## src/rtl/store_buffer.sv

```systemverilog
// Store buffer between the MEM stage and a single-port, 1-cycle-write memory block.
// Buffers up to DEPTH retired stores and drains them in FIFO order whenever no load
// owns the memory port. A load matching a pending store raises ld_hit and forces draining.
// Optional build macro STORE_BUF_FWD_EN: a load whose youngest matching entry is an SD
// is served from the buffer (ld_fwd_valid) instead of stalling.
module store_buffer #(
  parameter int unsigned MEM_BITS  = 20,
  parameter int unsigned DATA_SIZE = 64,
  parameter int unsigned DEPTH     = 4
) (
  input  logic                    clk,
  input  logic                    rst_n,
  input  logic                    st_valid,
  output logic                    st_ready,
  input  logic [MEM_BITS-1:0]     st_addr,
  input  logic [2:0]              st_mode,
  input  logic [DATA_SIZE-1:0]    st_data,
  input  logic                    ld_valid,
  input  logic [MEM_BITS-1:0]     ld_addr,
  input  logic [2:0]              ld_mode,
  output logic                    ld_hit,
  output logic                    ld_fwd_valid,
  output logic [DATA_SIZE-1:0]    ld_fwd_data,
  output logic                    mem_we,
  output logic [MEM_BITS-1:0]     mem_address,
  output logic [2:0]              mem_mode,
  output logic [DATA_SIZE-1:0]    mem_wdata,
  output logic                    empty,
  output logic [$clog2(DEPTH):0]  count
);

  localparam int unsigned PtrW = $clog2(DEPTH);
  localparam int unsigned CntW = PtrW + 1;
  localparam logic [CntW-1:0] FullCnt = CntW'(DEPTH);

  logic [MEM_BITS-1:0]  addr_q [DEPTH];
  logic [2:0]           mode_q [DEPTH];
  logic [DATA_SIZE-1:0] data_q [DEPTH];
  logic [DEPTH-1:0]     valid_q, valid_d;
  logic [PtrW-1:0]      head_q, head_d;
  logic [PtrW-1:0]      tail_q, tail_d;
  logic [CntW-1:0]      count_q, count_d;

  logic push;
  logic pop;
  logic any_match;
  logic load_owns;

  assign st_ready = (count_q != FullCnt);
  assign push     = st_valid && st_ready;
  assign empty    = (count_q == '0);
  assign count    = count_q;

  // Compare the load address against every pending entry (a same-cycle push is not seen)
  always_comb begin
    any_match = 1'b0;
    for (int unsigned i = 0; i < DEPTH; i++) begin
      if (valid_q[i] && (addr_q[i] == ld_addr)) begin
        any_match = 1'b1;
      end
    end
  end

`ifdef STORE_BUF_FWD_EN
  logic [PtrW-1:0] young_idx;
  logic            young_sd;

  // Memory-read style extension of forwarded doubleword data
  function automatic logic [DATA_SIZE-1:0] load_extend(input logic [2:0]           mode,
                                                       input logic [DATA_SIZE-1:0] d);
    logic sext;
    sext = ~mode[2];
    unique case (mode[1:0])
      2'b00:   load_extend = {{(DATA_SIZE-8){sext & d[7]}}, d[7:0]};
      2'b01:   load_extend = {{(DATA_SIZE-16){sext & d[15]}}, d[15:0]};
      2'b10:   load_extend = {{(DATA_SIZE-32){sext & d[31]}}, d[31:0]};
      default: load_extend = d;
    endcase
  endfunction

  // Walk from head (oldest) to newest so the last match is the youngest store
  always_comb begin
    young_idx = '0;
    for (int unsigned i = 0; i < DEPTH; i++) begin
      if (valid_q[head_q + PtrW'(i)] && (addr_q[head_q + PtrW'(i)] == ld_addr)) begin
        young_idx = head_q + PtrW'(i);
      end
    end
  end

  assign young_sd     = (mode_q[young_idx] == 3'b011);
  assign ld_fwd_valid = ld_valid && any_match && young_sd;
  assign ld_hit       = ld_valid && any_match && !young_sd;
  assign ld_fwd_data  = ld_fwd_valid ? load_extend(ld_mode, data_q[young_idx]) : '0;
`else
  assign ld_fwd_valid = 1'b0;
  assign ld_fwd_data  = '0;
  assign ld_hit       = ld_valid && any_match;
`endif

  // A non-stalled load takes the port; otherwise the head store drains if present
  assign load_owns = ld_valid && !ld_hit;
  assign pop       = !load_owns && (count_q != '0);

  // Memory port mux
  always_comb begin
    mem_we      = pop;
    mem_address = ld_addr;
    mem_mode    = ld_mode;
    mem_wdata   = '0;
    if (pop) begin
      mem_address = addr_q[head_q];
      mem_mode    = mode_q[head_q];
      mem_wdata   = data_q[head_q];
    end
  end

  // Next-state for pointers, occupancy and valid bits
  always_comb begin
    head_d  = head_q;
    tail_d  = tail_q;
    count_d = count_q;
    valid_d = valid_q;
    if (pop) begin
      valid_d[head_q] = 1'b0;
      head_d          = head_q + PtrW'(1);
    end
    if (push) begin
      valid_d[tail_q] = 1'b1;
      tail_d          = tail_q + PtrW'(1);
    end
    unique case ({push, pop})
      2'b10:   count_d = count_q + CntW'(1);
      2'b01:   count_d = count_q - CntW'(1);
      default: count_d = count_q;
    endcase
  end

  // Control state; reset discards all pending stores
  always_ff @(posedge clk or negedge rst_n) begin
    if (!rst_n) begin
      head_q  <= '0;
      tail_q  <= '0;
      count_q <= '0;
      valid_q <= '0;
    end else begin
      head_q  <= head_d;
      tail_q  <= tail_d;
      count_q <= count_d;
      valid_q <= valid_d;
    end
  end

  // Entry payload; only meaningful while the matching valid bit is set
  always_ff @(posedge clk) begin
    if (push) begin
      addr_q[tail_q] <= st_addr;
      mode_q[tail_q] <= st_mode;
      data_q[tail_q] <= st_data;
    end
  end

endmodule

```

## config.mk

```make
export PLATFORM = sky130hd
export DESIGN_NAME = store_buffer
export DESIGN_NICKNAME = d
export VERILOG_FILES = /design/src/rtl/store_buffer.sv
export SDC_FILE = /design/constraint.sdc
export NUM_CORES = 1
export LEC_CHECK = 0
export ABC_AREA = 1
export BUFFER_PORTS_ARGS = -buffer_cell sky130_fd_sc_hd__buf_2
export CORE_ASPECT_RATIO = 1.1
export CORE_MARGIN = 2
export CORE_UTILIZATION = 35
export CTS_CLUSTER_DIAMETER = 50
export CTS_CLUSTER_SIZE = 30
export DETAILED_ROUTE_END_ITERATION = 6
export PLACE_DENSITY_LB_ADDON = 0.2
export SYNTH_ARGS = -nofsm -noshare
export SYNTH_HDL_FRONTEND = slang
export SYNTH_SLANG_ARGS = --single-unit
```

## constraint.sdc

```tcl
create_clock -name clk -period 3.5 [get_ports clk]
set_clock_uncertainty 0.2 [all_clocks]
set_input_delay 0.525 -clock clk [delete_from_list [all_inputs] [get_ports clk]]
set_output_delay 0.525 -clock clk [all_outputs]
set_load 0.005 [all_outputs]
```

Word-level counts from Yosys, hierarchy flattened. Memory sizes are Yosys's and may differ from the RTL's. Index checks and enable logic that the tools add are counted.

Register bits: 11. Memories kept: 3. Input port bits: 114. Output and inout bits: 159. Bits in writable memories: 348.

Memories: data_q (words 4, width 64, read ports 1, clocked after memory_dff 0, wr ports 1, line 38) `logic [DATA_SIZE-1:0] data_q [DEPTH];`; addr_q (words 4, width 20, read ports 5, clocked after memory_dff 0, wr ports 1, line 36) `logic [MEM_BITS-1:0] addr_q [DEPTH];`; mode_q (words 4, width 3, read ports 1, clocked after memory_dff 0, wr ports 1, line 37) `logic [2:0] mode_q [DEPTH];`.

Order comparisons: 4. Equal/unequal tests: 7. $add $sub $neg: 4. Bitwise logic cells: 3. Reductions and logical operators: 15. Muxes and demuxes: 16.

Operators by type and width (number): 20-bit equality test (4); 64-bit two-way mux (1); 20-bit two-way mux (1); 1-bit logical AND (10); 1-bit two-way mux (8); 4-bit two-way mux (2); 2-bit by 3-bit less-than comparator with 1-bit output (second input constant) (2); 3-bit case mux with 2 select lines (1); 2-bit by 1-bit adder with 2-bit output (second input constant) (2); 4-bit bitwise AND (1); 1-bit demux with 2-bit select (2); 2-bit by 1-bit greater-or-equal comparator with 1-bit output (second input constant) (2); 4-bit inverter (1); 4-bit OR (1); 3-bit by 1-bit adder with 3-bit output (second input constant) (1); 3-bit logical NOT (1); 3-bit two-way mux (1); 3-bit inequality test (second input constant) (1); 3-bit nonzero test (1); 3-bit by 1-bit subtractor with 3-bit output (second input constant) (1); 2-bit by 1-bit equality test with 1-bit output (second input constant) (1); 2-bit equality test (second input constant) (1); 1-bit logical NOT (2); 2-bit nonzero test (1).

Longest topological paths before layout. An unclocked memory read counts as a cell.

Word-level depth: 15. Depth in mapped cells: 20. Gate-level depth less buffers: 18.

Least setup slack after synthesis. OpenSTA, ideal clock, no wires.

Path type: register to register. Start point: register count_q[0], in the netlist count[0]. End point: memory addr_q[0][0] (enable). Arrival: 2.592 ns. Clock period less this slack: 3.233 ns. Slack: 0.267 ns. Data required time: 2.859 ns. Stages on the path, launching flop included: 7. Path through: dfrtp_1 -> inv_1 -> nand3_1 -> nand2_1 -> inv_1 -> nand2_1 -> inv_1.

Longest elaborated chain between the ends: 4.

Ends and longest elaborated chain: start, declared (line 42) `logic [CntW-1:0] count_q, count_d;`; start signal, assigned (line 149) `count_q <= count_d;`; 3-bit inequality test (line 49) `assign st_ready = (count_q != FullCnt);`; named net st_ready (line 14) `output logic st_ready,`; 1-bit logical AND (line 50) `assign push = st_valid && st_ready;`; 1-bit two-way mux (line 156) `if (push) begin`; 1-bit two-way mux (implied by the code) (line 157) `addr_q[tail_q] <= st_addr;`; end, declared (line 36).

The timed path passes the listed nets, and every way through them passes these cells.

==> results list <==
- The number of slew-limit violations in the final report is 0.
* I/O pin count: 273
- Delay contributed by the slowest stage of the critical path: 400 ps
* Combinational fraction of design power: 32.7%
* Average footprint of a synthesized cell: 10.5 um^2
* Share of layout cells above drive strength 1: 18.6%
* Post-route non-filler standard cell count: 2441
- Aggregate global-route resource usage: 17.7%
- The floorplan step defined a die boundary enclosing 47700 um^2.
* Hold WC Path Type: in2reg
- Summed over its instances, the top area cell type makes up 65.0% of the synthesized netlist area.
- The area growth from synthesis to layout is 24.2%.
* Placeable core area: approximately 45000 um^2
- Endpoints failing hold: 0
- The via count of the first global-routing pass is between 10000 and 15000.
- Setup repair after global routing could not meet its margin everywhere.
- The signal on the critical path passes through xor2_1 -> nor2_1 -> nand2_1 -> nor2_1 -> nand3_1 -> nand2_1 -> nor2_2 -> nand2_4 -> nand2_8 -> clkbuf_16 -> a21oi_2 -> buf_2.
- In this run, the clock network consumes between 20% and 30% of the power.
* H-tree Lvls: 2
- Max Fanout on Critical Path: 24
- The share of the Yosys chip area taken by registers is 66.7%.
- Yosys top cell by area: sky130_fd_sc_hd__edfxtp_1
- TritonCTS clock tree: yes
- For the worst setup path, the data arrival time is 2610 ps.
- After legalization and detailed placement, the total HPWL measured 25.7 mm.
- Wire length of the first global-routing pass: around 65 mm
* Final nets: 1946
* Number of different library cells in the post-synthesis netlist: 28
- The longest clock path from root to sink contains 3 buffers.
* Static leakage power: around 8.0 nW
* Final antenna-violating net count: 0
- Ranked by total cell area, the synthesized netlist is headed by sky130_fd_sc_hd__edfxtp_1 (65%), sky130_fd_sc_hd__nor2_1 (7.2%), sky130_fd_sc_hd__nand2_1 (6.9%).
* Proportion of power drawn by flip-flops and latches: between 30% and 40%
* Peak ir drop on the vdd network: roughly 0.45 mV
- Number of register bits inferred by synthesis: 359
* Design internal power: 10.0 mW
- Cells after synthesis: 1538
- Clock-pin slew of the registers on the worst-case setup and hold paths: 70 ps
- Final total negative setup slack: 0 ps
- Top FF cell, synth: sky130_fd_sc_hd__edfxtp_1
* Buffers plus inverters on the worst setup path: 2
* Number of max-cap violations: 0
- Crit-path leading delay family: simple AND/OR/NAND/NOR gates
- CP max stage cell: sky130_fd_sc_hd__edfxtp_1
- The flow ran to the end, and the final reports show no timing, DRC or antenna violations.
- sky130_fd_sc_hd__edfxtp_1 is the most common cell in the netlist.
- Of the available clock period, the critical path in the final layout requires between 90% and 100%.
- Width of the chip: 208 um
* Post-synthesis cell area: 16100 um^2
- For this design, the sink count on the clock tree is 359.
* Clock buffers created by TritonCTS: 38
- Crit path capture type: output pin
* EDFF count, synth: around 350
- Maximum frequency from static timing analysis: 299 MHz
- Cell row count: around 80
- Including well taps, the total number of placed cells is 2283.
* Antenna violations before repair: 1
* Most frequent cells after synthesis: sky130_fd_sc_hd__edfxtp_1 (348), sky130_fd_sc_hd__nor2_1 (310), sky130_fd_sc_hd__nand2_1 (296)
- Net switching is 35.4% of the power.
- Number of setup violations in the final report: 0
- Per-cell routed wire length: 17.6 um
- Placer Congestion: 0.888
- Async set or reset register ratio after synthesis: 3.06%
- Die Y-Extent: between 200 and 250 um
- Switching pwr: around 5.5 mW
- The routed layout has 11500 vias.
* Count of input and output buffers: 207
* Pre-antenna DRT Iters: 5
- Global route total overflow: 0
- Slew at the pin closest to its max-slew limit: 1020 ps
* Pin count of the biggest net entering global routing: 197
* Count of synthesis-stage warnings from yosys: 0
- Clk_lat worst skew: 560 ps
- Post-DR vias/cell: 4.70
- For this configuration, the core starts out at a cell density of about 35%.
* Library cell used as clock root buffer: sky130_fd_sc_hd__clkbuf_16
- After detailed routing, the number of remaining DRC violations is 0.
- In this run the power density over the cells is 776 nW/um^2.
- STA classifies the critical path startpoint as a register.
* Initial DRC Count: around 740
- Kind of critical path: reg2out
- Data required time of the critical path: 2770 ps
- Max_slew headroom: 32.0%
* Min Tclk post-route: about 3300 ps
- For this block, the routed nets add up to 42.9 mm of wire.
==> layout make-up <==
cell class / instances / area (um^2)
fillers: 4311 / 25500
flip-flops and latches: 359 / 10700
multi-input cells: 1016 / 4490
repair buffers: 316 / 2260
clock buffers: 41 / 983
well taps: 588 / 736
clock inverters: 29 / 409
inverters: 91 / 355
diodes: 1 / 2.50
==> registers in the layout (all words and copies together) (netlist names) <==
name and count:
addr_q 80, count 3, mode_q 12, valid_q 4
head_q 2, data_q 256, tail_q 2
==> power by group through the flow <==
stage                     sequential [mW]  clock, mW  combinational [mW]
after floorplan                      6.01          0                3.05
after global placement               6.06          0                4.97
after detailed placement             6.08          0                4.99
after CTS                            5.99       4.55                5.09
after global routing                 6.06       4.71                5.70
final                                5.98       4.45                5.07
==> routing by layer <==
metal  part of all wire [%]  track usage (%)  routed length, um
met5                      0                0                  0
met4                    2.3             5.62                977
met3                    5.5             3.27               2360
met2                     49             30.1              20800
met1                     44             22.9              18800
==> logic make-up (layout without fill, tap and decap cells) <==
kind of cell	Yosys count	count (layout)	synth area share, %
XOR/XNOR	14	14	0.763
flip-flops	359	359	66.7
buffers and inverters	227	477	7.10
other	1	66	0.0233
adder cells (fa/ha/maj)	10	10	0.825
AND/OR/NAND/NOR	625	625	14.8
AO/OA/AOI/OAI	302	302	9.72
==> layout by cell type (no fill, tap or decap), types with 5 or more instances in the layout <==
cell type,count
sky130_fd_sc_hd__buf_12,12
sky130_fd_sc_hd__nand2_1,296
sky130_fd_sc_hd__buf_2,207
sky130_fd_sc_hd__dfrtp_1,9
sky130_fd_sc_hd__clkbuf_16,40
sky130_fd_sc_hd__nand3_1,14
sky130_fd_sc_hd__a21oi_2,17
sky130_fd_sc_hd__inv_6,6
sky130_fd_sc_hd__buf_4,9
sky130_fd_sc_hd__ha_1,9
sky130_fd_sc_hd__edfxtp_1,348
sky130_fd_sc_hd__clkinvlp_4,6
sky130_fd_sc_hd__xnor2_1,10
sky130_fd_sc_hd__o21ai_0,185
sky130_fd_sc_hd__a21oi_1,85
sky130_fd_sc_hd__dlygate4sd3_1,86
sky130_fd_sc_hd__inv_4,5
sky130_fd_sc_hd__conb_1,65
sky130_fd_sc_hd__bufinv_16,8
sky130_fd_sc_hd__o21ai_1,8
sky130_fd_sc_hd__inv_1,66
sky130_fd_sc_hd__inv_2,19
sky130_fd_sc_hd__nor2_1,308
==> worst paths after layout <==
check,from,end,slack (ps),depth (start not counted)
worst max-delay path,addr_q[3][7]$_DFFE_PP_,mem_wdata[39],160,12
worst min-delay path,st_addr[15],addr_q[3][15]$_DFFE_PP_,30,1
worst max register to register,addr_q[3][7]$_DFFE_PP_,count[2]$_DFFE_PN0P_,630,16
worst min register to register,valid_q[1]$_DFF_PN0_,valid_q[1]$_DFF_PN0_,290,2
max in group asynchronous,rst_n,head_q[0]$_DFFE_PN0P_,2640,2
min in group asynchronous,rst_n,count[2]$_DFFE_PN0P_,200,2
==> stage by stage <==
step	worst slack (ps)	hold WS (ps)	instance area (um^2)	util [%]	power [mW]
final	160	31.8	20000	43.9	15.5
after global routing	-11.0	3.75	20000	43.9	16.5
after CTS	24.1	2.97	19900	43.7	15.6
after detailed placement	249	229	17600	38.8	11.1
after global placement	247	224	17600	38.8	11.0
after floorplan	267	29.4	16300	-	9.06
==> what timing repair did <==
action                                  CTS  global route
endpoints found under the setup margin    0            54
hold buffers                             86             0
endpoints found under the hold margin   349             0
buffers inserted                          0             0
resized for setup                         0            15
Note: power is estimated with default switching activity, not from simulation.
